--- src/rtl/mem_access.sv ---
// Memory-access pipeline stage: drives a req/gnt/rvalid data bus for loads and stores,
// steers byte lanes, extends load data and registers the write-back triple.
package mem_access_pkg;
    typedef enum logic [3:0] {
        EX_ALU, EX_LB, EX_LH, EX_LW, EX_LBU, EX_LHU, EX_SB, EX_SH, EX_SW
    } ExCode;
endpackage

module mem_access
    import mem_access_pkg::*;
#(
    parameter int BUS_TIMEOUT = 16
) (
    input  logic        clk,
    input  logic        rst_n,
    input  logic        valid_i,
    input  ExCode       ex_code_i,
    input  logic [4:0]  rd_addr_i,
    input  logic        reg_we_i,
    input  logic [31:0] reg_wdata_i,
    input  logic [31:0] mem_raddr_i,
    input  logic [31:0] mem_waddr_i,
    input  logic [31:0] mem_wdata_i,
    output logic        stall_o,
    output logic        data_req_o,
    output logic        data_we_o,
    output logic [31:0] data_addr_o,
    output logic [3:0]  data_be_o,
    output logic [31:0] data_wdata_o,
    input  logic        data_gnt_i,
    input  logic        data_rvalid_i,
    input  logic [31:0] data_rdata_i,
    output logic        wb_we_o,
    output logic [4:0]  wb_rd_o,
    output logic [31:0] wb_wdata_o,
    output logic        misalign_o,
    output logic        bus_err_o
);
    localparam int CNT_W = $clog2(BUS_TIMEOUT);
    localparam logic [CNT_W-1:0] CNT_LAST = CNT_W'(BUS_TIMEOUT - 1);

    typedef enum logic [1:0] {S_IDLE, S_REQ, S_WAIT} state_t;

    state_t            r_state;
    logic [CNT_W-1:0]  r_cnt;
    logic              r_is_store;
    ExCode             r_ld_code;
    logic [1:0]        r_off;
    logic [4:0]        r_rd;
    logic              r_pend_vld;
    logic [4:0]        r_pend_rd;
    logic [31:0]       r_pend_data;

    logic        w_is_load;
    logic        w_is_store;
    logic [31:0] w_addr;
    logic        w_misalign;
    logic [3:0]  w_be;
    logic [31:0] w_wdata;
    logic [31:0] w_shifted;
    logic [31:0] w_ld_data;
    logic        w_accept;
    logic        w_load_done;

    always_comb begin
        w_is_load  = ex_code_i inside {EX_LB, EX_LH, EX_LW, EX_LBU, EX_LHU};
        w_is_store = ex_code_i inside {EX_SB, EX_SH, EX_SW};
        w_addr     = w_is_store ? mem_waddr_i : mem_raddr_i;
        w_misalign = ((ex_code_i inside {EX_LH, EX_LHU, EX_SH}) && w_addr[0]) ||
                     ((ex_code_i inside {EX_LW, EX_SW}) && (w_addr[1:0] != 2'b00));
        w_be    = 4'hF;
        w_wdata = mem_wdata_i;
        case (ex_code_i)
            EX_SB: begin
                w_be    = 4'b0001 << w_addr[1:0];
                w_wdata = {4{mem_wdata_i[7:0]}};
            end
            EX_SH: begin
                w_be    = 4'b0011 << {w_addr[1], 1'b0};
                w_wdata = {2{mem_wdata_i[15:0]}};
            end
            default: ;
        endcase
    end

    // Halfword loads are aligned, so the byte shifter also serves them.
    always_comb begin
        w_shifted = data_rdata_i >> {r_off, 3'b000};
        case (r_ld_code)
            EX_LB:   w_ld_data = {{24{w_shifted[7]}}, w_shifted[7:0]};
            EX_LBU:  w_ld_data = {24'h0, w_shifted[7:0]};
            EX_LH:   w_ld_data = {{16{w_shifted[15]}}, w_shifted[15:0]};
            EX_LHU:  w_ld_data = {16'h0, w_shifted[15:0]};
            default: w_ld_data = data_rdata_i;
        endcase
    end

    always_comb begin
        case (r_state)
            S_REQ:   stall_o = !(data_gnt_i && r_is_store);
            S_WAIT:  stall_o = !data_rvalid_i;
            default: stall_o = 1'b0;
        endcase
    end

    assign w_accept    = valid_i && !stall_o;
    assign w_load_done = (r_state == S_WAIT) && data_rvalid_i;

    // A non-memory op accepted while a load retires (or behind such an op) is
    // parked one cycle in r_pend_* so write-backs stay in program order.
    always_ff @(posedge clk or negedge rst_n) begin
        if (!rst_n) begin
            r_state      <= S_IDLE;
            r_cnt        <= '0;
            r_is_store   <= 1'b0;
            r_ld_code    <= EX_ALU;
            r_off        <= 2'b00;
            r_rd         <= 5'd0;
            r_pend_vld   <= 1'b0;
            r_pend_rd    <= 5'd0;
            r_pend_data  <= 32'h0;
            data_req_o   <= 1'b0;
            data_we_o    <= 1'b0;
            data_addr_o  <= 32'h0;
            data_be_o    <= 4'h0;
            data_wdata_o <= 32'h0;
            wb_we_o      <= 1'b0;
            wb_rd_o      <= 5'd0;
            wb_wdata_o   <= 32'h0;
            misalign_o   <= 1'b0;
            bus_err_o    <= 1'b0;
        end else begin
            wb_we_o    <= 1'b0;
            misalign_o <= 1'b0;
            bus_err_o  <= 1'b0;

            case (r_state)
                S_REQ: begin
                    if (data_gnt_i) begin
                        data_req_o <= 1'b0;
                        r_cnt      <= '0;
                        r_state    <= r_is_store ? S_IDLE : S_WAIT;
                    end
                end
                S_WAIT: begin
                    if (data_rvalid_i) begin
                        r_state    <= S_IDLE;
                        wb_we_o    <= (r_rd != 5'd0);
                        wb_rd_o    <= r_rd;
                        wb_wdata_o <= w_ld_data;
                    end else if (r_cnt == CNT_LAST) begin
                        bus_err_o <= 1'b1;
                        r_state   <= S_IDLE;
                    end else begin
                        r_cnt <= r_cnt + CNT_W'(1);
                    end
                end
                default: ;
            endcase

            if (!w_load_done && r_pend_vld) begin
                wb_we_o    <= 1'b1;
                wb_rd_o    <= r_pend_rd;
                wb_wdata_o <= r_pend_data;
                r_pend_vld <= 1'b0;
            end

            if (w_accept) begin
                if (!w_is_load && !w_is_store) begin
                    if (w_load_done || r_pend_vld) begin
                        r_pend_vld  <= reg_we_i;
                        r_pend_rd   <= rd_addr_i;
                        r_pend_data <= reg_wdata_i;
                    end else begin
                        wb_we_o    <= reg_we_i;
                        wb_rd_o    <= rd_addr_i;
                        wb_wdata_o <= reg_wdata_i;
                    end
                end else if (w_misalign) begin
                    misalign_o <= 1'b1;
                end else begin
                    r_state      <= S_REQ;
                    data_req_o   <= 1'b1;
                    data_we_o    <= w_is_store;
                    data_addr_o  <= {w_addr[31:2], 2'b00};
                    data_be_o    <= w_be;
                    data_wdata_o <= w_wdata;
                    r_is_store   <= w_is_store;
                    r_ld_code    <= ex_code_i;
                    r_off        <= w_addr[1:0];
                    r_rd         <= rd_addr_i;
                end
            end
        end
    end

    // The bus must not return load data in the same cycle it grants the request.
    assert property (@(posedge clk) disable iff (!rst_n)
        !((r_state == S_REQ) && !r_is_store && data_gnt_i && data_rvalid_i));

endmodule

--- config.mk ---
export PLATFORM = sky130hd
export DESIGN_NAME = mem_access
export DESIGN_NICKNAME = d
export VERILOG_FILES = /design/src/rtl/mem_access.sv
export SDC_FILE = /design/constraint.sdc
export NUM_CORES = 1
export LEC_CHECK = 0
export ABC_AREA = 1
export CORE_ASPECT_RATIO = 0.5
export CORE_MARGIN = 8
export CORE_UTILIZATION = 42
export DETAILED_ROUTE_END_ITERATION = 10
export PLACE_DENSITY = 0.84
export SLEW_MARGIN = 20
export SYNTH_ARGS = -nofsm -noshare
export SYNTH_HDL_FRONTEND = slang
export SYNTH_SLANG_ARGS = --single-unit
export TNS_END_PERCENT = 5
--- constraint.sdc ---
create_clock -name clk -period 1.8 [get_ports clk]
set_input_delay 0.36 -clock clk [delete_from_list [all_inputs] [get_ports clk]]
set_output_delay 0.36 -clock clk [all_outputs]
set_load 0.02 [all_outputs]
# Word-level counts from Yosys, hierarchy flattened
# Index checks and enable logic that the tools add are counted.
# classes
eq_ne	18
add_sub_neg	1
mux	50
n_shift	3
n_bitwise	2
n_reduce_logical	25
# ops
op	count
$mux W32	7
$pmux W32 S4	1
$pmux W32 S2	1
$shr A32 B5 Y16	1
$mux W5	6
$eq A4 B3 Y1 const B	6
$mux W1	21
$pmux W4 S2	2
$mux W2	7
$eq A4 B2 Y1 const B	3
$mux W4	3
$reduce_bool A5 Y1	2
$eq A4 B1 Y1 const B	2
$eq A4 B4 Y1 const B	2
$logic_and A1 B1 Y1	7
$logic_not A1 Y1	6
$ne A2 B2 Y1 const B	3
$reduce_and A3 Y1	2
$reduce_bool A2 Y1	3
$reduce_bool A3 Y1	2
$add A4 B1 Y4 const B	1
$pmux W2 S2	1
$reduce_and A4 Y1	1
$shl A1 B2 Y4 const A	1
other kinds (6)	8
# word_totals
inputBits	175
reg_bits	163
word_cells	117

# Depth between registers and ports, before layout
# logic_depth
word_depth	9
mapped_depth	14
ltp_nobuf	11

# Worst setup path before layout
# No wires, ideal clock.
# synth_path
kind	reg-to-reg
startpoint	register r_state[0]
endpoint	register wb_wdata_o[10]
n_path_buf	3
t_arrival_ns	1.770
slack_ns	-0.088
stages_incl_launch_ff	13
setup_time_ns	0.118
path_cell_list	dfrtp_1 inv_1 ha_1 buf_2 nand2_1 nand2_1 inv_2 nand3_1 buf_2 buf_2 nand2_1 a21oi_1 nor2_1
# synth_via
elab_chain_cells	8
elab_cells_between_ends	14
cone_classes	eq/ne (2); mux (6); reduce/logical (6)
# synth_lines
item	line	rtl
from (decl)	44	state_t r_state;
from (signal assigned)	142	r_state <= r_is_store ? S_IDLE : S_WAIT;
$eq A2 B2 Y1	99, 107, 137	
$logic_and A1 B1 Y1	107	assign w_load_done = (r_state == S_WAIT) && data_rvalid_i;
$logic_not A1 Y1	161	if (!w_load_done && r_pend_vld) begin
$logic_and A1 B1 Y1	161	
$mux W32	161	
$mux W32	170	if (w_load_done || r_pend_vld) begin
$mux W32	169	if (!w_is_load && !w_is_store) begin
$mux W32 *	168	if (w_accept) begin
to (signal assigned)	150	wb_wdata_o <= w_ld_data;
to (signal assigned)	164	wb_wdata_o <= r_pend_data;
to (signal assigned)	177	wb_wdata_o <= reg_wdata_i;
to (decl)	35	output logic [31:0] wb_wdata_o,
# Mark *: on every way between the ends. The rest lies on a longest branch, timed or not.
# A chain may end at the register's enable or synchronous reset.

# Worst setup path in the final report
# layout_path
startpoint	register r_state[1]
endpoint	output port stall_o
# layout_via
elab_chain_cells	2
elab_cells_between_ends	3
cone_classes	eq/ne (2); mux (1)
# layout_lines
item	line	rtl
$eq A2 B2 Y1 or $eq A2 B1 Y1 (tied branches)	99	case (r_state)
$pmux W1 S2 *	99	
to (decl)	24	output logic stall_o,
# Marks and branches as above.

==> results.cfg <==
[sta]
rsz0062_at_grt = yes
clock_skew_ns = 0.0101
timing.final.crit_share_pct = 104
layout_min_cycle_time_ns = 1.87
setup_slack_ns = -0.0653
hold_viol = 0
setup_violations = 70
hold_slack_ns = 0.419
tightest_slew_ns = 0.703
maxSlewHeadroom_pct = 52.8
drv_slew = 0
fmax_ghz = 0.536

[place]
gp_congestion = 0.934
place_hpwl_mm = 23.0
post-place-ws_ns = -0.448
numPortBuffers = 283

[grt]
grt_remaining_overflow = 0
grt_pass1_wl_mm = 48.8
grt_pass1_vias = 9746
antenna_found_initial = 1
grt_usage_pct = 23.3
grt_max_degree = 57

[final_layout]
seqCellArea_mm2 = 0.00408
drive_gt1_share_pct = 11.5
final_common_cell = nand2_1
fill_cells = 1614
multi_input_area_mm2 = 0.00400
final_nets = 1710
syn_to_final_growth_pct = 55.7
layout_common_cells = nand2_1 (412), clkdlybuf4s50_1 (196), dfrtp_1 (162)

[critical_path]
cp_cell_sequence = inv_2 -> ha_4 -> nand2_4 -> nand2_4 -> nand2_4 -> inv_2 -> buf_6
cp_slowest_stage_delay_ns = 0.44
arrival_ns = 1.51
cp_common_cell = nand2_4
critPathBufInv = 3
worst_setup_path_end_kind = output pin
cp.required_ns = 1.44
crit_family = flip-flops
startpoint_type = register
cp_max_fo = 3
critPathKind = register to output pin
crit_path_top_delay_cell = dfrtp_1

[logic_synthesis]
yosys_warnings = 0
ys_types = 31
ys_ff_latch = 163
synth.avg_cell_area_um2 = 7.26
synthesis.area_mm2 = 0.00871
seq_area_frac_synth_pct = 46.9
synthCells = 1199

[floorplanning]
row_count = 37
die_area_mm2 = 0.0259
chipHeight_um = 118
core_mm2 = 0.0205
initial_utilization_pct = 42.5
die-width_um = 220
ios = 286

[detailed_routing]
wl_per_cell_um = 17.9
vias = 9499
viasPerCell = 5.22
wl_mm = 32.5
drt-initial-drc-count = 881
postRouteAntennaNets = 0
post-route-drc-count = 0
first_pass_iters = 7

[pwr]
power.density_mw_per_mm2 = 1520
p_leak_nw = 7.25
peakVddDrop_v = 0.000854

[status]
violations = setup timing
outcome = complete, but fails checks

[cts]
clkLatencyLatePin_ns = 0.43
ctsRootBufferMaster = clkbuf_16
tritoncts = built
htreeDepth = 4
cts_buffer_depth = 2
clk_pin_slew_ns = 0.07
cts_buffers = 17
clock-sinks = 163

[run]
drv_cap = 0

[hold_path]
min_path_type = input pin to async pin
[per-layer routing]
layer / up-vias / wire length [um] / track usage [%]
met1: 4485 / 12400 / 26.5
met4: 0 / 1020 / 8.29
li1: 4443 / - / -
met2: 482 / 16500 / 41.6
met3: 89 / 2560 / 6.21
met5: - / 0 / 0
[cell usage after synthesis]
| cell | n | area [um^2] |
|---|---|---|
| nand2_1 | 425 | 1600 |
| dfrtp_1 | 163 | 4080 |
| inv_1 | 124 | 465 |
| o21ai_0 | 101 | 505 |
| nor2_1 | 84 | 315 |
| nand3_1 | 69 | 345 |
| a21oi_1 | 59 | 295 |
| o21ai_1 | 36 | 180 |
| clkbuf_1 | 30 | 113 |
| mux2i_1 | 30 | 300 |
| buf_2 | 21 | 105 |
| o211ai_1 | 14 | 105 |
| buf_6 | 7 | 78.8 |
| nor3_1 | 6 | 30.0 |
| inv_2 | 5 | 18.8 |
| buf_1 | 3 | 11.3 |
| ha_1 | 3 | 37.5 |
| nand2_2 | 3 | 18.8 |
| buf_4 | 2 | 15.0 |
| clkbuf_2 | 2 | 10.0 |
| clkinv_1 | 2 | 7.51 |
| a21boi_0 | 1 | 7.51 |
| a22oi_1 | 1 | 7.51 |
| conb_1 | 1 | 3.75 |
| nand2_4 | 1 | 11.3 |
| nand3_2 | 1 | 10.0 |
| nand3b_1 | 1 | 7.51 |
| nand4_1 | 1 | 6.26 |
| nor2_2 | 1 | 6.26 |
| o22ai_1 | 1 | 6.26 |
| o31ai_1 | 1 | 7.51 |
[where the power goes]
part | internal (mW) | switching (mW) | leakage [nW]
sequential | 5.38 | 1.11 | 2.02
clock | 2.08 | 1.49 | 0.271
combinational | 4.54 | 6.03 | 4.96
[registers in the layout, summed over array words and instances, names as in the netlist, 4 cells and up]
| name | cells |
|---|---|
| wb_wdata_o | 32 |
| data_be_o | 4 |
| wb_rd_o | 5 |
| r_cnt | 4 |
| data_addr_o | 30 |
| r_ld_code | 4 |
| data_wdata_o | 32 |
| r_rd | 5 |
| r_pend_rd | 5 |
| r_pend_data | 32 |
[cell type report]
class / instances / share of cell area (%)
clock inverters: 7 / 0.545
flip-flops and latches: 163 / 30.1
repair buffers: 378 / 29.9
clock buffers: 24 / 3.70
inverters: 131 / 3.71
well taps: 273 / 2.52
diodes: 1 / 0.0185
multi-input cells: 841 / 29.5
[final timing paths]
kind / start / endpoint / slack, ns / depth (start not counted)
setup / recovery: r_state[1] / stall_o / -0.07 / 7
hold / removal: rst_n / r_pend_data[10] / 0.42 / 2
setup reg to reg: r_state[1] / data_addr_o[17] / -0.06 / 11
hold reg to reg: r_pend_data[20] / r_pend_data[20] / 0.47 / 2
max in group asynchronous: rst_n / data_wdata_o[29] / 0.76 / 3
min in group clk: r_pend_data[20] / r_pend_data[20] / 0.47 / 2
[through the flow]
stage	utilization (%)	std cells	TNS, ns	instance area (um^2)	total power [mW]
after floorplan	-	1200	-0.355	8710	11.7
after global placement	60.3	1768	-44.15	12300	16.1
after detailed placement	60.3	1768	-53.94	12300	16.5
after CTS	63.4	1801	-0.117	13000	20.1
after global routing	66.2	1818	-9.37	13600	21.9
final	66.2	1818	-1.58	13600	20.6
[timing repair]
| item | in CTS | in global routing |
|---|---|---|
| hold buffers | 1 | 0 |
| hold endpoints to repair | 37 | 0 |
| pin swaps | 2 | 13 |
| gates cloned | 0 | 8 |
| gates resized for setup | 58 | 134 |
| setup endpoints to repair | 175 | 216 |
| setup buffers | 1 | 8 |
[logic make-up after synthesis]
kind of cell,count (synthesis),share of synthesized area [%]
DFF,163,46.9
muxes,30,3.45
and+or+nand+nor,592,26.9
AOI/OAI and AO/OA,214,12.8
other,1,0.0431
buffers and inverters,196,9.47
adders and majority gates,3,0.431
Note: power is estimated with default switching activity, not from simulation.
